<file path="src/rtl/ultra_sonic_ranger.sv">
// rtl/ultra_sonic_ranger.sv - HC-SR04-style trig/echo range controller; optional 4-sample mean via ULTRA_SONIC_AVG_EN
module ultra_sonic_ranger #(
    parameter int unsigned TRIG_CYCLES    = 500,
    parameter int unsigned PERIOD_CYCLES  = 3000000,
    parameter int unsigned TIMEOUT_CYCLES = 1500000,
    parameter int unsigned CYCLES_PER_CM  = 2900,
    parameter int unsigned DIST_W         = 12
) (
    input  logic              clk,
    input  logic              rst,
    input  logic              en,
    input  logic              echo,
    output logic              trig,
    output logic [DIST_W-1:0] distance_out,
    output logic              valid,
    output logic              timeout,
    output logic              busy
);

    typedef enum logic [2:0] {
        S_IDLE,
        S_TRIG,
        S_WAIT_RISE,
        S_MEASURE,
        S_REPORT,
        S_HOLDOFF
    } state_t;

    localparam logic [DIST_W-1:0] CM_MAX = {DIST_W{1'b1}} - DIST_W'(1);

    state_t            r_state;
    state_t            w_state_next;

    logic              r_echo_s1;
    logic              r_echo_s2;
    logic              r_echo_d;
    logic              r_rise;
    logic              r_fall;

    logic [31:0]       r_period;
    logic [31:0]       r_cnt;
    logic [31:0]       r_presc;
    logic [DIST_W-1:0] r_cm;
    logic [DIST_W-1:0] r_dist;
    logic              r_to;

    logic              w_report_ok;
    logic              w_report_to;
    logic [DIST_W-1:0] w_sample;

    // Echo synchroniser followed by registered edge pulses (sync value vs. its 1-cycle delay)
    always_ff @(posedge clk) begin
        if (!rst) begin
            r_echo_s1 <= 1'b0;
            r_echo_s2 <= 1'b0;
            r_echo_d  <= 1'b0;
            r_rise    <= 1'b0;
            r_fall    <= 1'b0;
        end else begin
            r_echo_s1 <= echo;
            r_echo_s2 <= r_echo_s1;
            r_echo_d  <= r_echo_s2;
            r_rise    <= r_echo_s2 & ~r_echo_d;
            r_fall    <= ~r_echo_s2 & r_echo_d;
        end
    end

    // FSM state register
    always_ff @(posedge clk) begin
        if (!rst) begin
            r_state <= S_IDLE;
        end else begin
            r_state <= w_state_next;
        end
    end

    // Next-state logic; edge pulses are only looked at in the states that care about them
    always_comb begin
        w_state_next = r_state;
        w_report_ok  = 1'b0;
        w_report_to  = 1'b0;
        case (r_state)
            S_IDLE: begin
                if (en) w_state_next = S_TRIG;
            end
            S_TRIG: begin
                if (r_period == TRIG_CYCLES - 1) w_state_next = S_WAIT_RISE;
            end
            S_WAIT_RISE: begin
                if (r_rise) begin
                    w_state_next = S_MEASURE;
                end else if (r_cnt == TIMEOUT_CYCLES - 1) begin
                    w_state_next = S_REPORT;
                    w_report_to  = 1'b1;
                end
            end
            S_MEASURE: begin
                if (r_fall) begin
                    w_state_next = S_REPORT;
                    w_report_ok  = 1'b1;
                end else if (r_cnt == TIMEOUT_CYCLES - 1) begin
                    w_state_next = S_REPORT;
                    w_report_to  = 1'b1;
                end
            end
            S_REPORT: begin
                w_state_next = S_HOLDOFF;
            end
            S_HOLDOFF: begin
                // >= rather than == so an over-long measurement can never strand the FSM here
                if (r_period >= PERIOD_CYCLES - 1) w_state_next = en ? S_TRIG : S_IDLE;
            end
            default: begin
                w_state_next = S_IDLE;
            end
        endcase
    end

    assign trig         = (r_state == S_TRIG);
    assign valid        = (r_state == S_REPORT);
    assign timeout      = (r_state == S_REPORT) && r_to;
    assign busy         = (r_state != S_IDLE);
    assign distance_out = r_dist;

    // Period, wait/echo-width timer, per-cm prescaler and the reported distance register
    always_ff @(posedge clk) begin
        if (!rst) begin
            r_period <= 32'd0;
            r_cnt    <= 32'd0;
            r_presc  <= 32'd0;
            r_cm     <= '0;
            r_dist   <= '0;
            r_to     <= 1'b0;
        end else begin
            if ((w_state_next == S_TRIG) && (r_state != S_TRIG)) begin
                r_period <= 32'd0;
            end else if (r_state != S_IDLE) begin
                r_period <= r_period + 32'd1;
            end

            if (w_state_next != r_state) begin
                r_cnt <= 32'd0;
            end else if ((r_state == S_WAIT_RISE) || (r_state == S_MEASURE)) begin
                r_cnt <= r_cnt + 32'd1;
            end

            if ((w_state_next == S_MEASURE) && (r_state != S_MEASURE)) begin
                r_presc <= 32'd0;
                r_cm    <= '0;
            end else if (r_state == S_MEASURE) begin
                if (r_presc == CYCLES_PER_CM - 1) begin
                    r_presc <= 32'd0;
                    if (r_cm != CM_MAX) r_cm <= r_cm + DIST_W'(1);
                end else begin
                    r_presc <= r_presc + 32'd1;
                end
            end

            // distance_out changes on the same edge that enters REPORT, so it is fresh while valid is high
            if (w_report_ok) begin
                r_dist <= w_sample;
                r_to   <= 1'b0;
            end else if (w_report_to) begin
                r_dist <= '1;
                r_to   <= 1'b1;
            end
        end
    end

`ifdef ULTRA_SONIC_AVG_EN
    logic [DIST_W-1:0] r_h0;
    logic [DIST_W-1:0] r_h1;
    logic [DIST_W-1:0] r_h2;
    logic              r_h_valid;
    logic [DIST_W+1:0] w_sum;

    // Window is the new sample plus the three previous good ones; before any history, 4x the first sample
    always_comb begin
        w_sum = {r_cm, 2'b00};
        if (r_h_valid) begin
            w_sum = {2'b00, r_cm} + {2'b00, r_h0} + {2'b00, r_h1} + {2'b00, r_h2};
        end
    end

    assign w_sample = DIST_W'(w_sum >> 2);

    // History shift on good samples only; the first sample fills every slot
    always_ff @(posedge clk) begin
        if (!rst) begin
            r_h0      <= '0;
            r_h1      <= '0;
            r_h2      <= '0;
            r_h_valid <= 1'b0;
        end else if (w_report_ok) begin
            r_h_valid <= 1'b1;
            if (!r_h_valid) begin
                r_h0 <= r_cm;
                r_h1 <= r_cm;
                r_h2 <= r_cm;
            end else begin
                r_h0 <= r_cm;
                r_h1 <= r_h0;
                r_h2 <= r_h1;
            end
        end
    end
`else
    assign w_sample = r_cm;
`endif

endmodule

</file>
<file path="config.mk">
export PLATFORM = sky130hd
export DESIGN_NAME = ultra_sonic_ranger
export DESIGN_NICKNAME = d
export VERILOG_FILES = /design/src/rtl/ultra_sonic_ranger.sv
export SDC_FILE = /design/constraint.sdc
export NUM_CORES = 1
export LEC_CHECK = 0
export CAP_MARGIN = 30
export CORE_MARGIN = 8
export CORE_UTILIZATION = 53
export CTS_BUF_LIST = sky130_fd_sc_hd__clkbuf_16
export DETAILED_ROUTE_END_ITERATION = 16
export GPL_TIMING_DRIVEN = 0
export PLACE_DENSITY = 0.74
export SETUP_SLACK_MARGIN = 0.15
export SKIP_LAST_GASP = 1
export SYNTH_ARGS = -nofsm -noshare
export SYNTH_HDL_FRONTEND = slang
export SYNTH_SLANG_ARGS = --single-unit
</file>
<file path="constraint.sdc">
create_clock -name clk -period 2.5 [get_ports clk]
set_clock_uncertainty 0.2 [all_clocks]
set_input_delay 0.5 -clock clk [delete_from_list [all_inputs] [get_ports clk]]
set_output_delay 0.5 -clock clk [all_outputs]
set_load 0.05 [all_outputs]
</file>
Word level (Yosys, flattened, before mapping)
Index checks and enable logic that the tools add are counted.

cells by class
  add/sub/neg operators = 4
  multiply operators = 0
  divide/modulo/power cells = 0
  order comparisons = 1
  eq/ne operators = 14
  shift operators = 0
  muxes and demuxes = 17
  bitwise logic cells = 5
  reductions and logical operators = 12

operators with widths
  cell                   number
  $add 32x1->32 const B  3
  $eq 32x12->1 const B   1
  $eq 32x21->1 const B   1
  $eq 32x9->1 const B    1
  $ge 32x22->1 const B   1
  $mux 32                1
  $mux 12                2
  $mux 3                 6
  $pmux 3 s6             1
  $add 12x1->12 const B  1
  $ne 12x12->1 const B   1
  $eq 3x2->1 const B     3
  $reduce_or 2->1        4
  $eq 3x1->1 const B     2
  $eq 3x3->1 const B     2
  $mux 1                 6
  $logic_and 1x1->1      3
  $logic_not 3->1        1
  $ne 3x1->1 const B     1
  $ne 3x2->1 const B     1
  $ne 3x3->1             1
  $not 1->1              3
  $reduce_and 3->1       1
  $reduce_bool 3->1      1
  other kinds (4)        5

storage, ports and cells
  bits in registers = 129
  latch bits = 0
  RAM bits = 0
  bits in read-only memories = 0
  output and inout port bits = 16
  logic and storage cells = 65
  memories kept = 0

Logic depth before layout (Yosys ltp)
  word-level depth = 7
  mapped depth = 8

Worst setup path before layout
OpenSTA, ideal clock, no wires.

  path type = register to output
  start = reg r_state[2]
  end = out timeout
  arrival time = 2.431 ns
  data required time = 1.800 ns
  setup slack = -0.631 ns
  stages on the path, launching flop included = 4
  buffers on the path = 1
  cells stage by stage = dfxtp_1 buf_2 nor3b_1 and2_1

on the way
  cells in the longest elaborated chain, start to end = 2

ends and longest elaborated chain
  item                    line  source
  from (decl)             31    state_t r_state;
  from (signal assigned)  73    r_state <= w_state_next;
  $eq 3x3->1              n/a
  via valid               15    output logic valid,
  $logic_and 1x1->1       121   assign timeout = (r_state == S_REPORT) && r_to;
  to (decl)               16    output logic timeout,

The timed path passes the listed nets, and every way through them passes these cells.

Final worst setup path
  start = reg r_cnt[23]
  end = reg r_cnt[4]

on the way
  cells in the longest elaborated chain, start to end = 6

ends and longest elaborated chain
  item                         line     source
  from (decl)                  41       logic [31:0] r_cnt;
  from (signal assigned)       144      r_cnt <= r_cnt + 32'd1;
  $eq 32x21->1 *               92, 101
  $mux 3 *                     92, 101
  $mux 3 (on tied branches)    98, 90
  $pmux 3 s6 *                 82       case (r_state)
  $ne 3x3->1 *                 141      if (w_state_next != r_state) begin
  $reduce_or 2->1 (no line) *  n/a

Every way passes the cells marked *; elsewhere a longest branch is shown, timed or not.
A chain may end at the register's enable or synchronous reset.

==> metrics <==
synthesis-to-finish area growth=23.8%; CP Launch Type=flop; fillers=904; Critical Path Start=r_cnt[23]; Root Driver=clkbuf_16; largest net degree at the start of global routing=17; worst reg2reg path depth=6; row count=39; Clock Latency Late Sink=a little over 0.4 ns; RSZ-0062 raised after global routing=true; Hold Crit Depth=1; Inserted Diodes=0; critical-path cell list=nor4b_1 > nand4_1 > a2111o_1 > nand2_4 > clkbuf_2 > nor4_1; critical path class=flop to flop; fin crit share=a little over nine tenths; drt pass-1 iters=5; mapped cell area=about 6300 um2; P per Cell Area=588 nW/um2; Clock transition at path regs=~0.06 ns; core area=around 11000 um2; Placer Congestion=~0.86; post-synthesis register bit count=between 100 and 150; grt total ovfl=0; number of global-route vias before repair=5277; f_max=roughly 430 MHz; slew margin rel.=about 51%; GRT Overall Usage=a little under a fifth; CP max-delay cell=a2111o_1; measured slew at the worst slew-check pin=0.719 ns; CTS tree=yes; crit end category=flop; syn_nets=roughly 740; largest stage delay on the critical path=~0.48 ns; critical path peak fanout=10; r2r endpoint=r_cnt[4]; peak supply drop=approximately 0.00086 V; starting density of the core=54.5%; synth unique cells=52; die area=about 16000 um2; endpoints failing setup=0; Post-Synthesis Cells=slightly above 700; count of pins over their slew limit=0; antenna violations before repair=0; outcome=complete, no violations; Die Wd=between 100 and 150 um; Min Clock Period, post-route=2.35 ns; Critical Path RT=roughly 2.6 ns; crit path to=r_cnt[4]; I/O pins=20; number of synthesized flops with an enable pin=0; vias=between 5k and 6k; DRT Wirelength=~15000 um; cts bufs inserted=17; Buffers on Ports=19; Yosys warnings=0; Longest Clk Path Bufs=2; arrival time worst endpoint=~2.4 ns; Layout Utilization=67.5%; drt initial violations=approximately 440; Num Clock Sinks=129; HP Class=flop to flop; Final Hold Fails=0; max cap viols=0; Leakage=~2.6 nW; share of layout cells above drive strength 1=between 10% and 20%; post-route ant nets=0; syn_area_per_cell=~8.6 um2; vias per cell=approximately 6.0; Net count, final=797; Routed WL per cell=between 15 and 20 um; Top FF cell, synth=dfxtp_1; cts hold-fix bufs=0; ys async rst share=0%; hpwl dp=approximately 10000 um; launch point of the worst reg-to-reg path=r_cnt[23]; first-pass GRT wire length=approximately 25000 um; total power=4.55 mW; FF-to-FF setup slack=0.15 ns; die height=125 um; H-tree depth reported by CTS=4; DRC Markers=0; share of the yosys chip area belonging to registers=between 40% and 50%
-- logic make-up after synthesis --
logic type,share of synthesized area [%]
simple gates,34.2
flops,41.3
xor+xnor,12.2
compound gates,7.46
buf+inv,3.54
fa+ha+maj,1.00
mux,0.320
-- where the power goes --
group	switching, mW	total, mW	internal [mW]
combinational	0.0798	0.117	0.0375
clock	0.917	2.37	1.45
sequential	0.00410	2.06	2.06
total	1.00	4.55	3.55
-- placed cells by master (no fill, tap or decap), drive strengths merged, types with 22 or more instances in the layout --
cell type / instances
dfxtp: 129
nor2: 82
nor4: 64
nand2: 55
xnor2: 51
clkbuf: 47
nand3: 37
nand4: 36
xor2: 36
buf: 36
nor3: 22
-- worst min path at each step --
stage | endpoint | slack [ns] | startpoint
after floorplan | r_rise | 0.18 | r_echo_d
after global placement | r_rise | 0.19 | r_echo_d
after detailed placement | r_rise | 0.21 | r_echo_d
after CTS | r_rise | 0.21 | r_echo_d
after global routing | r_rise | 0.21 | r_echo_d
final | r_rise | 0.21 | r_echo_d
-- repair_timing --
item                                    CTS  global route
gates resized for setup                  62            81
hold endpoints to repair                  0             0
cloned                                    1             0
endpoints found under the setup margin  113            97
setup buffers                             9            12
pin swaps                                 6            16
-- synth_stat cells (14+ instances only) --
master      n  area, um2
nor4_1     62        388
inv_1      16       60.1
xnor2_1    51        447
nand3_1    37        185
nand2_1    55        206
xor2_1     36        315
a21oi_1    15       75.1
and4_1     14        123
dfxtp_1   129       2580
nor2_1     82        308
nor3_1     21        105
nand4_1    36        225
clkbuf_1   32        120
-- flip-flops by register name, indices dropped and copies added (netlist names), 3 cells and up --
register / count
r_presc: 32
r_period: 32
r_cnt: 32
distance_out: 12
r_state: 3
r_cm: 12
-- metal layers --
metal,track usage [%],vias to the layer above,share of wire (%)
met5,0,-,0
met4,6.24,0,1.1
met3,4.43,14,3.6
met2,32.6,124,50
met1,23.2,2752,45
li1,-,2794,-
-- critical path: cells and delay by family, from the launching register on --
kind / cells / cell delay, ns
buffers and inverters: 1 / 0.26
AND/OR/NAND/NOR: 4 / 0.92
AO/OA/AOI/OAI: 1 / 0.48
flip-flops: 1 / 0.37
-- through the flow --
stage	cell area, um2	setup TNS (ns)	std cells	worst slack [ns]	hold WS (ns)
2_1_floorplan	6260	0	727	0.212	0.183
3_3_place_gp	6630	-19.88	889	-0.427	0.195
3_5_place_dp	6630	-21.84	889	-0.471	0.208
4_1_cts	7380	0	931	0.143	0.212
5_1_grt	7740	0	944	0.110	0.214
6_report	7740	0	944	0.147	0.209
-- area by class of cell --
cell class,count,area [um2],area share [%]
Multi-Input combinational cell,543,3740,48.3
Sequential cell,129,2600,33.6
Clock buffer,17,425,5.49
Timing Repair Buffer,42,345,4.46
Buffer,39,246,3.18
Tap cell,143,179,2.31
Clock inverter,15,144,1.86
Inverter,16,60.1,0.776
Power figures use the tool's default switching activity.
